===== config.mk =====
export PLATFORM = sky130hd
export DESIGN_NAME = sequencer_flat
export DESIGN_NICKNAME = d
export VERILOG_FILES = /design/src/rtl/sequencer_if.sv /design/src/rtl/sequencer.sv /design/src/flat_wrapper.sv
export SDC_FILE = /design/constraint.sdc
export NUM_CORES = 1
export LEC_CHECK = 0
export CAP_MARGIN = 0
export CORE_MARGIN = 10
export CORE_UTILIZATION = 43
export DETAILED_ROUTE_END_ITERATION = 8
export GPL_TIMING_DRIVEN = 0
export PLACE_DENSITY_LB_ADDON = 0.05
export SETUP_SLACK_MARGIN = 0.2
export SLEW_MARGIN = 20
export SYNTH_ARGS = -nofsm -noshare
export SYNTH_HDL_FRONTEND = slang
export SYNTH_SLANG_ARGS = --single-unit
export TNS_END_PERCENT = 10

===== constraint.sdc =====
create_clock -name clk -period 2.75 [get_ports clk]
set_input_delay 0.275 -clock clk [delete_from_list [all_inputs] [get_ports clk]]
set_output_delay 0.275 -clock clk [all_outputs]
set_load 0.05 [all_outputs]

===== src/rtl/sequencer_if.sv =====
// PDP-8 sequencer bundle: run/decode/interrupt controls in, fetch/defer/execute strobes out.
// The master modport is the sequencer itself; slave is the datapath/decoder side.
interface sequencer_if;
  // Handshake: the decoders hold `done` high in an EXEC cycle to end the instruction;
  // the sequencer samples it only in EXEC, and F0 of the next instruction follows one cycle later.
  logic run, haltReq, done;
  logic instIsMRI, instIsIND, instIsPPIND;
  logic irqReq, irqEnabled;
  logic pc2rama, ram_oe, ir_ck, pc_ck;
  logic ir2rama, ind_ck, ind_inc, ind2ramd, ram_we;
  logic ck1, ck2, ck3, ck4, ck5, ck6;
  logic stb1, stb2, stb3, stb4, stb5, stb6;
  logic irqOverride, irqAck, running, error;
  logic [3:0] dbg_state;
  logic [2:0] dbg_k;
  logic       dbg_h;

  modport master (
    input  run, haltReq, done, instIsMRI, instIsIND, instIsPPIND, irqReq, irqEnabled,
    output pc2rama, ram_oe, ir_ck, pc_ck, ir2rama, ind_ck, ind_inc, ind2ramd, ram_we,
    output ck1, ck2, ck3, ck4, ck5, ck6, stb1, stb2, stb3, stb4, stb5, stb6,
    output irqOverride, irqAck, running, error, dbg_state, dbg_k, dbg_h
  );

  modport slave (
    output run, haltReq, done, instIsMRI, instIsIND, instIsPPIND, irqReq, irqEnabled,
    input  pc2rama, ram_oe, ir_ck, pc_ck, ir2rama, ind_ck, ind_inc, ind2ramd, ram_we,
    input  ck1, ck2, ck3, ck4, ck5, ck6, stb1, stb2, stb3, stb4, stb5, stb6,
    input  irqOverride, irqAck, running, error, dbg_state, dbg_k, dbg_h
  );
endinterface


===== src/rtl/sequencer.sv =====
// PDP-8 major-state / phase sequencer (FETCH, DEFER, EXECUTE, run/halt, interrupt entry).
// Optional single-step control from HALT is enabled by defining SEQ_SINGLESTEP_EN.
module sequencer (
  input  logic clk,
  input  logic reset,
`ifdef SEQ_SINGLESTEP_EN
  input  logic step,
`endif
  sequencer_if.master bus
);

  typedef enum logic [3:0] {
    S_HALT, S_F0, S_F1, S_DEC, S_D0, S_D1, S_D2, S_D3, S_EXEC
  } state_t;

  typedef struct packed {
    logic       pc2rama, ram_oe, ir_ck, pc_ck;
    logic       ir2rama, ind_ck, ind_inc, ind2ramd, ram_we;
    logic [5:0] ck;
    logic [5:0] stb;
    logic       running;
  } outs_t;

  state_t     state, nxt_state;
  logic [2:0] k, nxt_k;
  logic       h, nxt_h;
  logic       ovr, nxt_ovr;
  logic       nxt_ack, ack;
  logic       err, nxt_err;
  logic       step_rise;
  outs_t      outs;

  // Output decode applied to the next state so every strobe comes straight from a flop.
  function automatic outs_t decode(state_t s, logic [2:0] kk, logic hh, logic o_ovr);
    outs_t o;
    o = '0;
    case (s)
      S_F0:   begin o.pc2rama = 1'b1; o.ram_oe = 1'b1; end
      S_F1:   begin
        o.pc2rama = 1'b1; o.ram_oe = 1'b1; o.ir_ck = 1'b1; o.pc_ck = !o_ovr;
      end
      S_D0:   begin o.ir2rama = 1'b1; o.ram_oe = 1'b1; end
      S_D1:   begin o.ir2rama = 1'b1; o.ram_oe = 1'b1; o.ind_ck = 1'b1; end
      S_D2:   o.ind_inc = 1'b1;
      S_D3:   begin o.ir2rama = 1'b1; o.ind2ramd = 1'b1; o.ram_we = 1'b1; end
      S_EXEC: begin
        if (!hh) o.ck  = 6'b000001 << (kk - 3'd1);
        else     o.stb = 6'b000001 << (kk - 3'd1);
      end
      default: o = '0;
    endcase
    o.running = (s != S_HALT);
    return o;
  endfunction

`ifdef SEQ_SINGLESTEP_EN
  logic step_q;
  always_ff @(posedge clk) begin
    if (reset) step_q <= 1'b0;
    else       step_q <= step;
  end
  assign step_rise = step && !step_q && !bus.run;
`else
  assign step_rise = 1'b0;
`endif

  always_comb begin
    nxt_state = state;
    nxt_k     = k;
    nxt_h     = h;
    nxt_ovr   = ovr;
    nxt_ack   = 1'b0;
    nxt_err   = err;
    case (state)
      S_HALT: if (!err && (bus.run || step_rise)) nxt_state = S_F0;
      S_F0:   nxt_state = S_F1;
      S_F1:   nxt_state = S_DEC;
      S_DEC: begin
        if (bus.instIsMRI && (bus.instIsIND || bus.instIsPPIND)) nxt_state = S_D0;
        else begin nxt_state = S_EXEC; nxt_k = 3'd1; nxt_h = 1'b0; end
      end
      S_D0:   nxt_state = S_D1;
      S_D1: begin
        if (bus.instIsPPIND) nxt_state = S_D2;
        else begin nxt_state = S_EXEC; nxt_k = 3'd1; nxt_h = 1'b0; end
      end
      S_D2:   nxt_state = S_D3;
      S_D3:   begin nxt_state = S_EXEC; nxt_k = 3'd1; nxt_h = 1'b0; end
      S_EXEC: begin
        if (bus.done) begin
          nxt_ovr = 1'b0;
          if (bus.haltReq || !bus.run) nxt_state = S_HALT;
          else if (bus.irqReq && bus.irqEnabled && !ovr) begin
            nxt_ack = 1'b1; nxt_ovr = 1'b1; nxt_state = S_F0;
          end else nxt_state = S_F0;
        end else if (k == 3'd6 && h) begin
          // stb6 finished without done: the decoders are stuck, stop the machine.
          nxt_err = 1'b1; nxt_ovr = 1'b0; nxt_state = S_HALT;
        end else begin
          nxt_h = !h;
          if (h) nxt_k = k + 3'd1;
        end
      end
      default: nxt_state = S_HALT;
    endcase
  end

  always_ff @(posedge clk) begin
    if (reset) begin
      state <= S_HALT;
      k     <= 3'd1;
      h     <= 1'b0;
      ovr   <= 1'b0;
      ack   <= 1'b0;
      err   <= 1'b0;
      outs  <= '0;
    end else begin
      state <= nxt_state;
      k     <= nxt_k;
      h     <= nxt_h;
      ovr   <= nxt_ovr;
      ack   <= nxt_ack;
      err   <= nxt_err;
      outs  <= decode(nxt_state, nxt_k, nxt_h, nxt_ovr);
    end
  end

  assign bus.pc2rama  = outs.pc2rama;
  assign bus.ram_oe   = outs.ram_oe;
  assign bus.ir_ck    = outs.ir_ck;
  assign bus.pc_ck    = outs.pc_ck;
  assign bus.ir2rama  = outs.ir2rama;
  assign bus.ind_ck   = outs.ind_ck;
  assign bus.ind_inc  = outs.ind_inc;
  assign bus.ind2ramd = outs.ind2ramd;
  assign bus.ram_we   = outs.ram_we;
  assign {bus.ck6, bus.ck5, bus.ck4, bus.ck3, bus.ck2, bus.ck1} = outs.ck;
  assign {bus.stb6, bus.stb5, bus.stb4, bus.stb3, bus.stb2, bus.stb1} = outs.stb;
  assign bus.running     = outs.running;
  assign bus.irqOverride = ovr;
  assign bus.irqAck      = ack;
  assign bus.error       = err;
  assign bus.dbg_state   = state;
  assign bus.dbg_k       = k;
  assign bus.dbg_h       = h;

endmodule

===== src/flat_wrapper.sv =====
// flat-port wrapper written by rule: the top's interface ports become plain ports
module sequencer_flat 
  (clk, reset, bus_run, bus_haltReq, bus_done, bus_instIsMRI, bus_instIsIND, bus_instIsPPIND, bus_irqReq, bus_irqEnabled, bus_pc2rama, bus_ram_oe, bus_ir_ck, bus_pc_ck, bus_ir2rama, bus_ind_ck, bus_ind_inc, bus_ind2ramd, bus_ram_we, bus_ck1, bus_ck2, bus_ck3, bus_ck4, bus_ck5, bus_ck6, bus_stb1, bus_stb2, bus_stb3, bus_stb4, bus_stb5, bus_stb6, bus_irqOverride, bus_irqAck, bus_running, bus_error, bus_dbg_state, bus_dbg_k, bus_dbg_h);
  sequencer_if bus_i ();
  input  logic clk;
  input  logic reset;
  input wire logic [$bits(bus_i.run)-1:0] bus_run;
  input wire logic [$bits(bus_i.haltReq)-1:0] bus_haltReq;
  input wire logic [$bits(bus_i.done)-1:0] bus_done;
  input wire logic [$bits(bus_i.instIsMRI)-1:0] bus_instIsMRI;
  input wire logic [$bits(bus_i.instIsIND)-1:0] bus_instIsIND;
  input wire logic [$bits(bus_i.instIsPPIND)-1:0] bus_instIsPPIND;
  input wire logic [$bits(bus_i.irqReq)-1:0] bus_irqReq;
  input wire logic [$bits(bus_i.irqEnabled)-1:0] bus_irqEnabled;
  output wire logic [$bits(bus_i.pc2rama)-1:0] bus_pc2rama;
  output wire logic [$bits(bus_i.ram_oe)-1:0] bus_ram_oe;
  output wire logic [$bits(bus_i.ir_ck)-1:0] bus_ir_ck;
  output wire logic [$bits(bus_i.pc_ck)-1:0] bus_pc_ck;
  output wire logic [$bits(bus_i.ir2rama)-1:0] bus_ir2rama;
  output wire logic [$bits(bus_i.ind_ck)-1:0] bus_ind_ck;
  output wire logic [$bits(bus_i.ind_inc)-1:0] bus_ind_inc;
  output wire logic [$bits(bus_i.ind2ramd)-1:0] bus_ind2ramd;
  output wire logic [$bits(bus_i.ram_we)-1:0] bus_ram_we;
  output wire logic [$bits(bus_i.ck1)-1:0] bus_ck1;
  output wire logic [$bits(bus_i.ck2)-1:0] bus_ck2;
  output wire logic [$bits(bus_i.ck3)-1:0] bus_ck3;
  output wire logic [$bits(bus_i.ck4)-1:0] bus_ck4;
  output wire logic [$bits(bus_i.ck5)-1:0] bus_ck5;
  output wire logic [$bits(bus_i.ck6)-1:0] bus_ck6;
  output wire logic [$bits(bus_i.stb1)-1:0] bus_stb1;
  output wire logic [$bits(bus_i.stb2)-1:0] bus_stb2;
  output wire logic [$bits(bus_i.stb3)-1:0] bus_stb3;
  output wire logic [$bits(bus_i.stb4)-1:0] bus_stb4;
  output wire logic [$bits(bus_i.stb5)-1:0] bus_stb5;
  output wire logic [$bits(bus_i.stb6)-1:0] bus_stb6;
  output wire logic [$bits(bus_i.irqOverride)-1:0] bus_irqOverride;
  output wire logic [$bits(bus_i.irqAck)-1:0] bus_irqAck;
  output wire logic [$bits(bus_i.running)-1:0] bus_running;
  output wire logic [$bits(bus_i.error)-1:0] bus_error;
  output wire logic [$bits(bus_i.dbg_state)-1:0] bus_dbg_state;
  output wire logic [$bits(bus_i.dbg_k)-1:0] bus_dbg_k;
  output wire logic [$bits(bus_i.dbg_h)-1:0] bus_dbg_h;
  assign bus_i.run = bus_run;
  assign bus_i.haltReq = bus_haltReq;
  assign bus_i.done = bus_done;
  assign bus_i.instIsMRI = bus_instIsMRI;
  assign bus_i.instIsIND = bus_instIsIND;
  assign bus_i.instIsPPIND = bus_instIsPPIND;
  assign bus_i.irqReq = bus_irqReq;
  assign bus_i.irqEnabled = bus_irqEnabled;
  assign bus_pc2rama = bus_i.pc2rama;
  assign bus_ram_oe = bus_i.ram_oe;
  assign bus_ir_ck = bus_i.ir_ck;
  assign bus_pc_ck = bus_i.pc_ck;
  assign bus_ir2rama = bus_i.ir2rama;
  assign bus_ind_ck = bus_i.ind_ck;
  assign bus_ind_inc = bus_i.ind_inc;
  assign bus_ind2ramd = bus_i.ind2ramd;
  assign bus_ram_we = bus_i.ram_we;
  assign bus_ck1 = bus_i.ck1;
  assign bus_ck2 = bus_i.ck2;
  assign bus_ck3 = bus_i.ck3;
  assign bus_ck4 = bus_i.ck4;
  assign bus_ck5 = bus_i.ck5;
  assign bus_ck6 = bus_i.ck6;
  assign bus_stb1 = bus_i.stb1;
  assign bus_stb2 = bus_i.stb2;
  assign bus_stb3 = bus_i.stb3;
  assign bus_stb4 = bus_i.stb4;
  assign bus_stb5 = bus_i.stb5;
  assign bus_stb6 = bus_i.stb6;
  assign bus_irqOverride = bus_i.irqOverride;
  assign bus_irqAck = bus_i.irqAck;
  assign bus_running = bus_i.running;
  assign bus_error = bus_i.error;
  assign bus_dbg_state = bus_i.dbg_state;
  assign bus_dbg_k = bus_i.dbg_k;
  assign bus_dbg_h = bus_i.dbg_h;
  sequencer u_core (.clk(clk), .reset(reset), .bus(bus_i));
endmodule

# Word level (Yosys, flattened, before mapping)
# Cells that the tools add are included.
# classes
reduce_logical	22
bitwise_logic	5
n_shift	1
n_addsub	2
n_mux	30
eq_ne	16
# op_table
cell	n
case mux 4 bit (9 select lines)	1
== test 4 x 3 -> 1 bit, second input constant	8
two-way mux 4 bit	5
two-way mux 1 bit	15
two-way mux 3 bit	5
== test 4 x 2 -> 1 bit, second input constant	3
case mux 3 bit (4 select lines)	1
OR reduction 3 bit	4
== test 4 x 1 -> 1 bit, second input constant	2
== test 4 bit, second input constant	2
<< shifter 1 x 3 -> 6 bit, first input constant	1
logical AND 1 bit	5
zero test 1 bit	5
inverter 1 bit	5
zero test 4 bit	1
two-way mux 2 bit	2
case mux 1 bit (4 select lines)	1
nonzero test 4 bit	1
OR reduction 2 bit	2
OR reduction 4 bit	1
adder 3 x 1 -> 3 bit, second input constant	1
== test 3 bit, second input constant	1
AND reduction 3 bit	1
subtractor 3 x 1 -> 3 bit, second input constant	1
logical OR 1 bit	2
# totals
out_inout_bits	33
inputBits	10
wordCells	94
regBits	33

# Depth between registers and ports, before layout
# Gate-level depths: netlist of run 1.
# logic_depth
word_depth	8
depth_mapped	8
mapped_depth_nobuf	7

# Worst setup path after synthesis of run 1
# Ideal clock, no wire load.
# synth_path
path_type	register -> register
startpoint	register u_core.state[3], in the netlist u_core.bus.dbg_state[3]
endpoint	register u_core.outs, in the netlist u_core.bus.stb2
synth_period_minus_slack_ps	2392
t_arrival_ps	2318
path_stages_with_launch	7
setup_ps	74
n_path_buf	1
required_time_ps	2676
setup_slack_ps	358
cell_sequence	dfxtp_1 buf_2 or4b_4 nor4_4 nor2_1 or3b_4 nor3b_2
# synth_between
elab_chain_len	6
elab_cells_between_ends	21
classes_between	add/sub (1); eq/ne (9); shift (1); mux (6); bitwise (2); reduce/logical (2)
# synth_rtl
element	line_no	source
from (decl)	sequencer.sv:24	state_t state, nxt_state;
from (signal assigned)	sequencer.sv:118	state <= nxt_state;
parallel branches: the longest is 6 deep, another holds subtractor 3 x 1 -> 3 bit	n/a	
to (signal assigned)	sequencer.sv:124	outs <= decode(nxt_state, nxt_k, nxt_h, nxt_ovr);
to (decl)	sequencer.sv:31	outs_t outs;
# Parallel ways; which one is timed is not known.
# A chain may end at the register's enable or synchronous reset.

# Worst setup path after layout of run 1
# layout_path
startpoint	register u_core.state[3], in the netlist u_core.bus.dbg_state[3]
endpoint	register u_core.outs, in the netlist u_core.bus.stb5
# The elaborated chain is that of the path after synthesis.

==> run metrics, run 1 <==
status complete, no violations; share of cells above drive strength 1 0.127; vias in the first global route 1082; maxcap violations 0; Layout Cells excl Fill 222; Top Family by Delay on Critical Path simple AND/OR/NAND/NOR gates; CTS Buf Count 5; WP data arrival 2440 ps; worst setup margin between 500 and 600 ps; Ports 43; DRT antenna net count 0; Pre-Repair DR Iteration Count 4; dpl cells 212; hold crit path type flip-flop to flip-flop; effective utilization at floorplan 0.445; number of flip-flops in the largest register 4; initial antenna violation count 0; period utilization 0.791; Startpoint Class flip-flop; initial drt markers between 60 and 70; RSZ-0062 raised after global routing no; CTS tree yes; estimated wirelength of the detail-placed design around 2600 um; Finished Core Util 0.629; post-synthesis sequential area ratio 0.480; Max IR drop VDD about 300 uV; CP Cell Sequence buf_2 -> nand3b_1 -> o2bb2ai_1 -> o211ai_2 -> or4b_4 -> nor3b_2; pwr dens about 520 mW/mm^2; total gr overflow 0; slowest cell delay on critical path between 500 and 600 ps; setup tns final 0 ps; largest net degree at the start of global routing 11; H-tree depth 2; Fmax between 400 and 500 MHz; clock latency on the worst-skew pair approximately 330 ps; Final Hold Fails 0; Fillers between 200 and 300; crit end category flip-flop; Clock Sinks 32; first-pass GRT wire length 5220 um; Place WS between 300 and 400 ps; # Post-CTS Setup Buffers 0; EDFF count, synth 0; relative slew slack 0.579; # diodes 0; site row count 20; WP data required about 3000 ps; # resized after CTS 0; crit-path max FO 10; Area growth, synth to finish 41.4%; register area between 600 and 700 sq um; gp weighted congestion 0.781; Final Setup Violations 0; FF+latch count, synth 32; core footprint 0.00300 sq mm; leakage power 0.713 nW; clock root cell clkbuf_4; post-synth top area cell dfxtp_1; ys async rst share 0; Via-to-Cell Ratio around 5.4; Worst-Margin Slew 632 ps; total routed wirelength between 3000 and 4000 um; Clock Tree Buf Depth 2; Total Routing Usage GR 0.121; Die X approximately 76 um; Via Count around 1200; share of the synthesized area in the top cell type 0.480; post-synth cell types 48; # DRC 0; top cells by area, synth dfxtp_1 (48%), nor2_1 (5.1%), a21oi_1 (3.0%); WP buf/inv 1; routed len/inst roughly 15 um; Primary FF master, synth dfxtp_1; Crit Path Class flip-flop to flip-flop; Yosys warning total 0; Hold Buf Count CTS 0; Die Ht roughly 76 um; syn avg cell area roughly 10 sq um; multi-input logic area ~640 sq um; Synth Net Count roughly 150; fin nets 200; die area 0.00573 sq mm; min cycle time layout ~2200 ps; synthesized area 0.00134 sq mm; Port Buffers 42; count of final max-slew check failures 0; slowest stage cell, crit path or4b_4; CTS clk-pin slew, worst paths roughly 100 ps; Synth Instances between 100 and 150; Worst Skew ~8.5 ps
-- kinds of logic (layout without fill, tap and decap cells) --
group	after synthesis	in the layout	share of synthesized area
AOI/OAI and AO/OA	30	30	0.164
and+or+nand+nor	62	62	0.293
xor gates and xnor gates	1	1	0.00656
DFF	32	32	0.480
buffers and inverters	10	62	0.0375
adders and majority gates	2	2	0.0187
-- worst paths after layout --
kind | from | end | slack (ps) | cells after the start
setup / recovery | u_core.bus.dbg_state[3] | u_core.bus.stb5 | 570 | 6
hold / removal | u_core.bus.irqOverride | u_core.bus.irqOverride | 550 | 2
setup reg to reg | u_core.bus.dbg_state[3] | u_core.bus.stb5 | 570 | 6
hold reg to reg | u_core.bus.irqOverride | u_core.bus.irqOverride | 550 | 2
-- layer usage --
metal | up-vias | GRT usage | wire length, um
met5 | - | 0 | 0
met4 | 0 | 0.0577 | 48
met3 | 7 | 0.0495 | 252
met2 | 44 | 0.182 | 1530
met1 | 539 | 0.147 | 1520
li1 | 599 | - | -
-- cells in the mapped netlist, drive strengths merged, types with 3 or more instances --
library cell	n
nor2	18
nor3b	5
or2	3
o211ai	3
buf	3
nor3	8
nor2b	3
o21ai	3
dfxtp	32
inv	5
a21oi	8
nand2	7
-- cells in the final DEF (no fill, tap or decap), types with 5 or more instances in the layout --
| cell type | count |
|---|---|
| a21oi_1 | 8 |
| clkbuf_4 | 5 |
| clkdlybuf4s50_1 | 42 |
| dfxtp_1 | 32 |
| inv_1 | 5 |
| nand2_1 | 7 |
| nor2_1 | 18 |
| nor3_1 | 8 |
-- report_power, final --
group	leakage (nW)	internal (mW)	switching, mW
clock network	0.0422	0.190	0.156
registers	0.259	0.476	0.00916
logic	0.412	0.0541	0.0918
-- tightest hold or removal path: cells and delay by family, from the launching register on --
family | cells | cell delay (ps)
AOI/OAI and AO/OA | 2 | 170
DFF | 1 | 340
-- layout make-up --
type | count | share of cell area
inverters | 5 | 0.00994
multi-input cells | 95 | 0.341
flip-flops and latches | 32 | 0.339
well taps | 33 | 0.0219
plain buffers | 5 | 0.0166
clock inverters | 2 | 0.0186
repair buffers | 44 | 0.231
clock buffers | 6 | 0.0219
-- metrics by stage --
stage | power, mW | hold slack (ps) | cell area [sq um]
2_1_floorplan | 0.588 | 382 | 1340
3_3_place_gp | 0.641 | 525 | 1800
3_5_place_dp | 0.643 | 528 | 1800
4_1_cts | 0.988 | 551 | 1870
5_1_grt | 1.02 | 613 | 1890
6_report | 0.978 | 551 | 1890
Note: power is estimated with default switching activity, not from simulation.
==> run 2, diff against run 1 <==
==> constraint.sdc (replaced) <==
create_clock -name clk -period 2.1 [get_ports clk]
set_input_delay 0.21 -clock clk [delete_from_list [all_inputs] [get_ports clk]]
set_output_delay 0.21 -clock clk [all_outputs]
set_load 0.05 [all_outputs]
==> run 2 against run 1 <==
Compared with the run above: the run now ends with negative setup slack left; design area is 8.1% higher; non-clock buffer count increased by 4; critical path depth is the same; critical path type unchanged; power rose by 29%; sequential power rose by 31%; via count up 3.6%; hold slack worse by 9.8 ps; sequential share of layout area fell by 1.9 points.
==> run metrics, run 2 (synthesized netlist as in run 1, its figures left out) <==
status finished, violations left; failing checks negative setup slack; leading cell type in the layout, fill and taps excluded clkdlybuf4s50_1; WP data required around 2400 ps; crit end category flip-flop; clock root cell clkbuf_4; CTS clk-pin slew, worst paths about 110 ps; hold crit path type primary input to flip-flop; vias in the first global route between 1000 and 1500; Fmax 468 MHz; Place WS -235 ps; pwr dens 619 mW/mm^2; Max IR drop VDD between 400 and 500 uV; Clock Tree Buf Depth 2; maxcap violations 0; slowest cell delay on critical path approximately 530 ps; crit path from u_core.bus.dbg_state[2]; relative slew slack 0.610; Worst-Margin Slew between 500 and 600 ps; total routed wirelength between 3000 and 4000 um; Total Routing Usage GR 0.124; count of final max-slew check failures 0; clock share of power 0.339; gp weighted congestion roughly 0.83; leakage power around 0.8 nW; routed len/inst around 17 um; fin nets approximately 200; # DRC 0; Die X approximately 76 um; Finished Core Util 0.680; worst reg2reg setup slack -40 ps; core footprint 0.00300 sq mm; period utilization 1.02; RSZ-0062 raised after global routing yes; Startpoint Class flip-flop; CTS tree yes; number of flip-flops in the largest register 4; Switch Pwr approximately 0.36 mW; Int Power approximately 0.9 mW; clock latency on the worst-skew pair about 340 ps; CP Cell Sequence buf_8 -> or2_2 -> a32oi_1 -> o211ai_4 -> or4b_4 -> nor3b_2; hold depth 2; commonest non-fill, non-tap cells in the layout clkdlybuf4s50_1 (42), dfxtp_1 (26), nor2_1 (17); Ports 43; effective utilization at floorplan 0.445; WP data arrival ~2400 ps; Worst Skew around 9.2 ps; combinational share of power 0.157; Final Setup Violations 3; hold path startpoint reset; Net Sw Frac 0.288; Die Ht 75.7 um; Reg power frac 0.504; overall power ~1.3 mW; DRT antenna net count 0; largest net degree at the start of global routing 12; CTS Buf Count 5; site row count 20; initial antenna violation count 0; share of cells above drive strength 1 0.223; Pre-Repair DR Iteration Count 4; reg-to-reg startpoint u_core.bus.dbg_state[2]; estimated wirelength of the detail-placed design 2640 um; Via Count between 1000 and 1500; Clock Sinks 32; # diodes 0; Port Buffers between 40 and 50; first-pass GRT wire length roughly 5300 um; Reg2Reg Depth 6; setup tns final -72.7 ps; total gr overflow 0; initial drt markers between 80 and 90; die area between 0.005 and 0.006 sq mm; Final Hold Fails 0; Area growth, synth to finish 52.9%; Via-to-Cell Ratio between 5 and 6; H-tree depth 2; worst setup margin -35.7 ps; slowest stage cell, crit path or4b_4; WHS Endpoint u_core.bus.dbg_state[3]; Hold Buf Count CTS 0; RR Endpoint u_core.bus.stb5; Crit Path Class flip-flop to flip-flop; min cycle time layout 2140 ps; crit-path max FO 5
-- run 2: cell count changes in the layout (fill, tap and decap cells not counted), moves of 2 or more --
| cell | change |
|---|---|
| dfxtp_4 | +2 |
| buf_4 | +2 |
| dfxtp_1 | -6 |
| clkbuf_1 | -2 |
| nor3_1 | -2 |
| clkbuf_16 | +2 |
| dfxtp_2 | +4 |
-- run 2: how the worst max path moves through the flow --
stage	endpoint	slack (ps)
6_report	u_core.bus.stb5	-40
5_1_grt	u_core.bus.stb5	-130
4_1_cts	u_core.bus.stb5	10
3_5_place_dp	u_core.bus.stb1	-240
3_3_place_gp	u_core.bus.stb5	-190
2_1_floorplan	u_core.bus.stb5	40
-- run 2: per-layer routing --
metal | global-route usage | routed length, um | up-vias
li1 | - | - | 605
met2 | 0.214 | 1920 | 55
met4 | 0.0536 | 79 | 0
met5 | 0 | 0 | -
met3 | 0.0547 | 375 | 8
met1 | 0.128 | 1490 | 564
-- run 2: area by class of cell --
class	instances	area (sq um)
clock inverter	2	11.3
multi-input combinational	95	713
sequential	32	653
tap	33	41.3
fill	251	962
clock buffer	6	62.6
timing repair buffer	48	495
buffer	5	45.0
inverter	5	18.8
-- run 2: per-stage QoR --
step           instance area, sq um  hold slack [ps]  std cells
2_1_floorplan                  1360              307        137
3_3_place_gp                   1820              515        212
3_5_place_dp                   1820              527        212
4_1_cts                        1920              533        222
5_1_grt                        2040              556        226
6_report                       2040              541        226
-- run 2: power groups by stage --
stage	sequential (mW)	combinational, mW	clock, mW
after detailed placement	0.648	0.191	0
after CTS	0.635	0.193	0.432
final	0.637	0.199	0.429
after global placement	0.648	0.190	0
after global routing	0.639	0.207	0.459
after floorplan	0.710	0.0597	0
-- run 2: repair_timing --
item                                    in CTS  in global routing
pin swaps                                    1                  1
endpoints found under the setup margin      17                 21
resized for setup                            3                 11
setup buffers                                2                  3
gates cloned                                 0                  1
hold endpoints to repair                     0                  0
-- run 2: critical path, delay by kind of cell (launching register included) --
| kind | cells | cell delay (ps) |
|---|---|---|
| AOI/OAI and AO/OA | 2 | 550 |
| buffers and inverters | 1 | 130 |
| DFF | 1 | 370 |
| and+or+nand+nor | 3 | 1030 |
